==> config.mk <==
export PLATFORM = sky130hd
export DESIGN_NAME = branch_resolver
export DESIGN_NICKNAME = d
export VERILOG_FILES = /design/src/rtl/branch_resolver.sv
export SDC_FILE = /design/constraint.sdc
export NUM_CORES = 1
export LEC_CHECK = 0
export CAP_MARGIN = 5
export CORE_AREA = 2 2 107 109
export CTS_CLUSTER_SIZE = 8
export DETAILED_ROUTE_END_ITERATION = 7
export DIE_AREA = 0 0 109 111
export PLACE_DENSITY = 0.7
export SLEW_MARGIN = 20
export SYNTH_ARGS = -nofsm -noshare
export SYNTH_HDL_FRONTEND = slang
export SYNTH_SLANG_ARGS = --single-unit
export TNS_END_PERCENT = 50
==> constraint.sdc <==
create_clock -name clk -period 2.6 [get_ports clk]
set_clock_uncertainty 0.1 [all_clocks]
set_input_delay 0.52 -clock clk [delete_from_list [all_inputs] [get_ports clk]]
set_output_delay 0.52 -clock clk [all_outputs]
set_load 0.02 [all_outputs]
==> src/rtl/branch_resolver.sv <==
// Resolves fetch-stage branch predictions against execute flags, redirecting
// fetch and opening a flush window on a mispredict; keeps hit/miss statistics.
module branch_resolver #(
  parameter int DEPTH        = 4,
  parameter int PC_W         = 11,
  parameter int FLUSH_CYCLES = 2,
  parameter int STAT_W       = 16
) (
  input  logic                       clk,
  input  logic                       rst,
  input  logic                       push,
  input  logic [1:0]                 push_cond,
  input  logic                       push_taken,
  input  logic [PC_W-1:0]            push_alt,
  input  logic                       res_valid,
  input  logic                       flag_z,
  input  logic                       flag_c,
  output logic                       redirect,
  output logic [PC_W-1:0]            redirect_pc,
  output logic                       flush,
  output logic                       full,
  output logic                       empty,
  output logic [$clog2(DEPTH):0]     count,
  output logic                       overflow,
  output logic                       underflow,
  output logic [STAT_W-1:0]          hits,
  output logic [STAT_W-1:0]          misses
);

  localparam int AW = $clog2(DEPTH);
  localparam int CW = AW + 1;
  localparam int FW = $clog2(FLUSH_CYCLES + 1);

  localparam logic [0:0] ST_RUN   = 1'b0;
  localparam logic [0:0] ST_FLUSH = 1'b1;

  logic [1:0]      cond_mem  [DEPTH];
  logic            taken_mem [DEPTH];
  logic [PC_W-1:0] alt_mem   [DEPTH];

  logic [AW-1:0]     wr_ptr_reg, rd_ptr_reg;
  logic [CW-1:0]     count_reg;
  logic [0:0]        state_reg;
  logic [FW-1:0]     flush_cnt_reg;
  logic              redirect_reg;
  logic [PC_W-1:0]   redirect_pc_reg;
  logic              overflow_reg, underflow_reg;
  logic [STAT_W-1:0] hits_reg, misses_reg;

  logic [1:0]      head_cond;
  logic            head_taken;
  logic [PC_W-1:0] head_alt;
  logic            actual;
  logic            in_run, is_full, is_empty;
  logic            resolve, mispredict, pop, accept, ovf_set, unf_set;
  logic [CW-1:0]   count_next;

  assign head_cond  = cond_mem[rd_ptr_reg];
  assign head_taken = taken_mem[rd_ptr_reg];
  assign head_alt   = alt_mem[rd_ptr_reg];

  always_comb begin
    actual = 1'b1;
    case (head_cond)
      2'b01:   actual = flag_z;
      2'b10:   actual = flag_c;
      2'b11:   actual = ~flag_z;
      default: actual = 1'b1;
    endcase
  end

  assign in_run   = (state_reg == ST_RUN);
  assign is_full  = (count_reg == CW'(DEPTH));
  assign is_empty = (count_reg == '0);

  assign resolve    = in_run && res_valid && !is_empty;
  assign mispredict = resolve && (actual != head_taken);
  assign pop        = resolve && !mispredict;
  // A pop in the same cycle frees the slot, so a push into a full queue is legal then.
  assign accept     = in_run && push && !mispredict && (!is_full || pop);
  assign ovf_set    = in_run && push && !mispredict && is_full && !pop;
  assign unf_set    = in_run && res_valid && is_empty;
  assign count_next = count_reg + CW'(accept) - CW'(pop);

  always_ff @(posedge clk) begin
    if (accept) begin
      cond_mem[wr_ptr_reg]  <= push_cond;
      taken_mem[wr_ptr_reg] <= push_taken;
      alt_mem[wr_ptr_reg]   <= push_alt;
    end
  end

  always_ff @(posedge clk) begin
    if (rst) begin
      wr_ptr_reg      <= '0;
      rd_ptr_reg      <= '0;
      count_reg       <= '0;
      state_reg       <= ST_RUN;
      flush_cnt_reg   <= '0;
      redirect_reg    <= 1'b0;
      redirect_pc_reg <= '0;
      overflow_reg    <= 1'b0;
      underflow_reg   <= 1'b0;
      hits_reg        <= '0;
      misses_reg      <= '0;
    end else begin
      redirect_reg <= 1'b0;
      if (in_run) begin
        if (ovf_set) overflow_reg <= 1'b1;
        if (unf_set) underflow_reg <= 1'b1;
        if (mispredict) begin
          // Everything younger than the mispredicted branch is wrong-path.
          wr_ptr_reg      <= '0;
          rd_ptr_reg      <= '0;
          count_reg       <= '0;
          redirect_reg    <= 1'b1;
          redirect_pc_reg <= head_alt;
          state_reg       <= ST_FLUSH;
          flush_cnt_reg   <= FW'(FLUSH_CYCLES - 1);
          if (misses_reg != '1) misses_reg <= misses_reg + 1'b1;
        end else begin
          if (accept) wr_ptr_reg <= wr_ptr_reg + AW'(1);
          if (pop) begin
            rd_ptr_reg <= rd_ptr_reg + AW'(1);
            if (hits_reg != '1) hits_reg <= hits_reg + 1'b1;
          end
          count_reg <= count_next;
        end
      end else begin
        if (flush_cnt_reg == '0) state_reg <= ST_RUN;
        else flush_cnt_reg <= flush_cnt_reg - FW'(1);
      end
    end
  end

  assign redirect    = redirect_reg;
  assign redirect_pc = redirect_pc_reg;
  assign flush       = (state_reg == ST_FLUSH);
  assign full        = is_full;
  assign empty       = is_empty;
  assign count       = count_reg;
  assign overflow    = overflow_reg;
  assign underflow   = underflow_reg;
  assign hits        = hits_reg;
  assign misses      = misses_reg;

endmodule

==> flow_metrics.py <==
metrics = {
    "finish": {
        "multi_input_area_mm2": 0.00199,
        "diodes": 0,
        "area_growth_pct": 43.4,
        "final_area_mm2": 0.00694,
        "final_cells": 685,
        "layout-drive-gt1-share_pct": 24.0,
        "nFillCells": 861,
        "final_cell_mix": "clkdlybuf4s50_1, edfxtp_1, dfxtp_1",
        "final_common_cell": "clkdlybuf4s50_1",
        "largest_reg_flops": 44,
        "nets": 558,
        "regArea_mm2": 0.00285,
    },
    "floorplan": {
        "coreArea_mm2": 0.0111,
        "num_io_pins": 72,
        "dieArea_mm2": 0.0121,
        "start_util_pct": 43.7,
        "die_width_um": 109,
        "rows": 39,
        "die_h_um": 111,
    },
    "timing": {
        "finalCritPeriodShare_pct": 106,
        "final_hold_viol_count": 0,
        "period_minus_slack_ns": 2.76,
        "slew_headroom_pct": 53.9,
        "fmax_mhz": 363,
        "slew_viol_final": 0,
        "setup_viol": 5,
        "rsz0062_at_grt": "true",
        "worst_slack_ns": -0.155,
        "tightestPinTransition_ns": 0.691,
    },
    "placed_design": {
        "dp_hpwl_mm": 7.25,
        "gp_congestion": 0.786,
        "dpl_cell_area_mm2": 0.00610,
        "numPortBuffers": 71,
        "dp_cells": 642,
    },
    "routing": {
        "drtIter0Drc": 202,
        "routed_wl_mm": 11.6,
        "ant_nets": 0,
        "wl_met1_mm": 4.69,
        "dr.max_layer_used": "met4",
        "firstDrtPassIters": 4,
        "vias": 3790,
        "drcViolationCount": 0,
        "met3_length_um": 548,
        "dr_wl_met2_mm": 6.25,
        "via_per_inst": 5.53,
        "avgRoutedWirePerCell_um": 16.9,
    },
    "clocking": {
        "numCtsBuffers": 17,
        "cts-htree-levels": 4,
        "numClockSinks": 114,
        "root_buffer": "clkbuf_16",
        "tritoncts": "done",
        "clockBufferDepth": 2,
        "clock_latency_ns": 0.40,
        "clk_pin_slew_ns": 0.05,
    },
    "worst_setup_path": {
        "r2r-end": "count[1]",
        "crit_path_top_delay_cell": "fa_2",
        "worstSetupPathType": "reg2reg",
        "critPathMaxFanout": 2,
        "slowest_delay_ns": 0.51,
        "crit_required_ns": 2.79,
        "crit_top_cell": "nor2_1",
        "startpoint_type": "flop",
        "cp-end-kind": "flop",
        "worst_ep_arrival_time_ns": 2.94,
        "crit_chain": "buf_4, xor2_1, o221ai_1, o22ai_2, xnor2_2, nand2_1, o32ai_2, ha_2, inv_2, fa_2, nor2_1, a22oi_1, nor2_1",
        "r2r_start": "cond_mem[1][1]",
        "rr_worst_depth": 13,
        "r2r_slack_ns": -0.16,
    },
    "status": {
        "violations": "negative setup slack",
        "status": "complete, but fails checks",
    },
    "synthesis": {
        "synth_area_leaders": "edfxtp_1, dfxtp_1, mux4_2",
        "synthCells": 405,
        "yosysTopAreaCell": "edfxtp_1",
        "synth_seq_cells": 114,
        "synth_area_mm2": 0.00484,
        "synth_ff_type": "dfxtp_1",
        "synth_edf_count": 56,
        "syn_avg_cell_area_um2": 12.0,
        "synth_top_area_share_pct": 34.7,
        "synth_seq_area_share_pct": 58.7,
        "synth.distinct_cells": 48,
        "synth_fp_nets": 434,
        "yosysWarnings": 0,
        "synthArstFlopShare_pct": 0,
    },
    "grt": {
        "grt_util_all_layers_pct": 19.0,
        "grt_antenna_before_repair": 0,
        "overflow": 0,
        "grt_pass1_wl_mm": 17.7,
        "grt_pass1_vias": 3658,
        "grt_max_degree": 34,
    },
    "hold_path": {
        "whs_endpoint": "redirect_pc[4]",
        "hold_class": "reg2reg",
        "min_path_cells": 2,
        "hold_path.startpoint": "redirect_pc[4]",
    },
    "job": {
        "drv_cap": 0,
    },
    "power": {
        "power.leakage_nw": 2.45,
        "vdd_drop_max_mv": 0.504,
        "powerDensity_mw_per_mm2": 979,
    },
}
cell usage after synthesis, drive strengths merged, types with 3 or more instances:
master / count
dfxtp: 58
edfxtp: 56
a21oi: 32
nor2: 32
nand2: 22
o31ai: 18
or4: 18
nand3: 17
mux2i: 16
inv: 14
mux4: 12
clkbuf: 11
buf: 9
or3: 9
and3: 8
ha: 8
nor3: 7
o21ai: 7
nand4: 6
xor2: 6
nor4: 5
nand2b: 4
o31a: 3
xnor2: 3
worst max-delay path: cells and delay by family, from the launching register on:
| family | cells | cell delay, ns |
|---|---|---|
| AOI/OAI and AO/OA | 4 | 0.69 |
| and+or+nand+nor | 3 | 0.22 |
| buffers and inverters | 2 | 0.19 |
| adders and majority gates | 2 | 0.75 |
| DFF | 1 | 0.38 |
| xor gates and xnor gates | 2 | 0.31 |
power breakdown:
part,switching (W),internal (W)
clock,0.000811,0.00150
sequential,0.000134,0.00217
combinational,0.00101,0.00117
total,0.00195,0.00485
per-layer routing:
layer | vias to the layer above | track usage [%]
met3 | 8 | 4.82
met1 | 1862 | 22.6
met5 | - | 0
li1 | 1798 | -
met4 | 0 | 6.50
met2 | 122 | 32.9
worst max path at each step:
stage,startpoint,endpoint,slack [ns],depth (start not counted)
floorplan,flag_c,alt_mem[3][0],-0.13,7
global placement,flag_z,count[2],-0.69,14
detailed placement,flag_z,count[2],-0.85,14
CTS,cond_mem[1][1],count[2],-0.10,14
global route,cond_mem[0][1],count[1],-0.33,12
finish,cond_mem[1][1],count[1],-0.16,13
per-stage QoR:
| stage | setup TNS (ns) | hold WS [ns] | total power (W) | setup WS, ns | utilization [%] |
|---|---|---|---|---|---|
| after floorplan | -1.93 | 0.364 | 0.00330 | -0.127 | - |
| after global placement | -34.46 | 0.376 | 0.00415 | -0.689 | 55.1 |
| after detailed placement | -45.17 | 0.388 | 0.00421 | -0.850 | 55.1 |
| after CTS | -0.186 | 0.401 | 0.00663 | -0.103 | 61.1 |
| after global routing | -1.39 | 0.438 | 0.00711 | -0.334 | 62.7 |
| final | -0.377 | 0.397 | 0.00680 | -0.155 | 62.7 |
layout make-up:
type                    count  share of cell area [%]
clock buffers              19                    6.23
clock inverters            13                    2.32
inverters                  14                   0.757
multi-input cells         257                    28.6
flip-flops and latches    114                    41.0
well taps                 143                    2.58
repair buffers            125                    18.5
cells by family after synthesis:
kind of cell	share of synthesized area [%]
simple gates	15.0
xor+xnor	1.63
flops	58.7
mux	9.20
fa+ha+maj	2.48
buf+inv	3.20
compound gates	9.74
what timing repair did:
action                                  CTS  global route
endpoints found under the setup margin   75            66
setup buffers                             8             4
gates cloned                              0             2
hold buffers                              0             0
resized for setup                        11            21
pin swaps                                12             5
Power figures use the tool's default switching activity.
==> edit, RTL diff (same flow settings) <==
The parameter `PC_W` goes from 11 to 10.
--- a/src/rtl/branch_resolver.sv
+++ b/src/rtl/branch_resolver.sv
@@ -2,7 +2,7 @@
 // fetch and opening a flush window on a mispredict; keeps hit/miss statistics.
 module branch_resolver #(
   parameter int DEPTH        = 4,
-  parameter int PC_W         = 11,
+  parameter int PC_W         = 10,
   parameter int FLUSH_CYCLES = 2,
   parameter int STAT_W       = 16
 ) (
Interface: changed (resized push_alt and redirect_pc); port bits go from 72 to 70. No check against the original RTL was run, so the function may have changed too.
==> edit against the unedited design <==
The run still ends with setup timing left. Setup slack worse by 0.20 ns. Power shrank 16%. Area after synthesis down 1.4%. Combinational power down 2%. First-iteration DRC count shrank 0.99%. Design area is 3.4% lower. Sequential cell count decreased by 5. Synthesized cell count up 0.74%. Clock power is 41% lower. Routed wire length down 2.9%. Largest power group is now registers. Highest routed layer unchanged.
==> edit: results (changes against the unedited design) <==
- EDFF count, synth: 52 (-7.1%)
- Clock-pin slew on the worst setup and hold paths: 0.08 ns (+0.03 ns)
- Multi-In Gates: 267 (+3.9%)
- FILL cells: 872 (+1.3%)
- Number of sequential cells: 109 (-4.4%)
- R2R Path End: count[2]
- Iter 0 DRT Violations: 200 (-0.99%)
- Vias/cell: 5.52 (-0.22%)
- Slew HR: 60.9% (+7.0 points)
- Failing checks: setup timing
- Seq power: 2170 uW (-6%)
- Final WS setup: -0.355 ns (-0.200 ns)
- Hold path start: redirect_pc[8]
- Status: finished with violations
- GRT Util Overall: 18.4% (-0.62 points)
- Post_cts resized: 13 (+2)
- Nets: 556 (-0.36%)
- Grt met1 use: 23.2% (+0.61 points)
- Final RePlAce weighted congestion: 0.850 (+8.1%)
- Total Neg Setup Slack: -1.08 ns (-0.706 ns)
- CP delay by family, top: simple AND/OR/NAND/NOR gates
- Max FFs per register: 40 (-9.1%)
- Final setup vio count: 20 (+15)
- Sequential Area: 2710 um2 (-4.9%)
- Comb. pwr: 2140 uW (-2%)
- Most instantiated cells after synthesis: 57 x dfxtp_1, 52 x edfxtp_1, 37 x a21oi_1
- Total wire length: 11.2 mm (-2.9%)
- # clk buffers: 10 (-9)
- Cell count after placement: 646 (+0.62%)
- Dpl hpwl: 7.25 mm (about the same)
- Crit-path slowest cell: edfxtp_1
- Met3 Usage GRT: 5.29% (+0.47 points)
- First-pass GRT wire length: 17.5 mm (-1.3%)
- Crit path launch: cond_mem[3][0]
- Leading post-synthesis cells by cell area: edfxtp_1 33%, dfxtp_1 24%, mux4_2 5.2%, a21oi_1 3.9%, nand2_1 2.8%
- VDD IR-drop max: 454 uV (-9.8%)
- Syn_area_per_cell: 11.7 um2 (-2.1%)
- Worst skew pair latency: 0.35 ns (-0.05 ns)
- Routed len/inst: 16.6 um (-1.6%)
edit: cell count changes in the layout (fill, tap and decap cells not counted), moves of 5 or more:
cell,change
mux2_4,+5
nor2_1,-12
mux2i_1,-12
and4_1,+5
o31ai_1,-7
nor2b_1,+12
a21oi_2,+5
or4_1,-9
clkbuf_16,-6
nand2_1,+11
edit: routing by layer:
metal	vias up	part of all wire [%]
met5	-	0
met4	0	0.82
met3	10	5.7
met2	115	51
met1	1834	43
li1	1773	-
edit: logic make-up (layout without fill, tap and decap cells):
| logic type | Yosys count | after routing | share of synthesized area (%) |
|---|---|---|---|
| AND/OR/NAND/NOR | 155 | 155 | 18.8 |
| adder cells (fa/ha/maj) | 9 | 9 | 2.52 |
| AO/OA/AOI/OAI | 70 | 70 | 8.75 |
| XOR/XNOR | 9 | 9 | 1.65 |
| buffers and inverters | 32 | 157 | 3.30 |
| flip-flops | 109 | 109 | 56.6 |
| multiplexers | 24 | 24 | 8.39 |
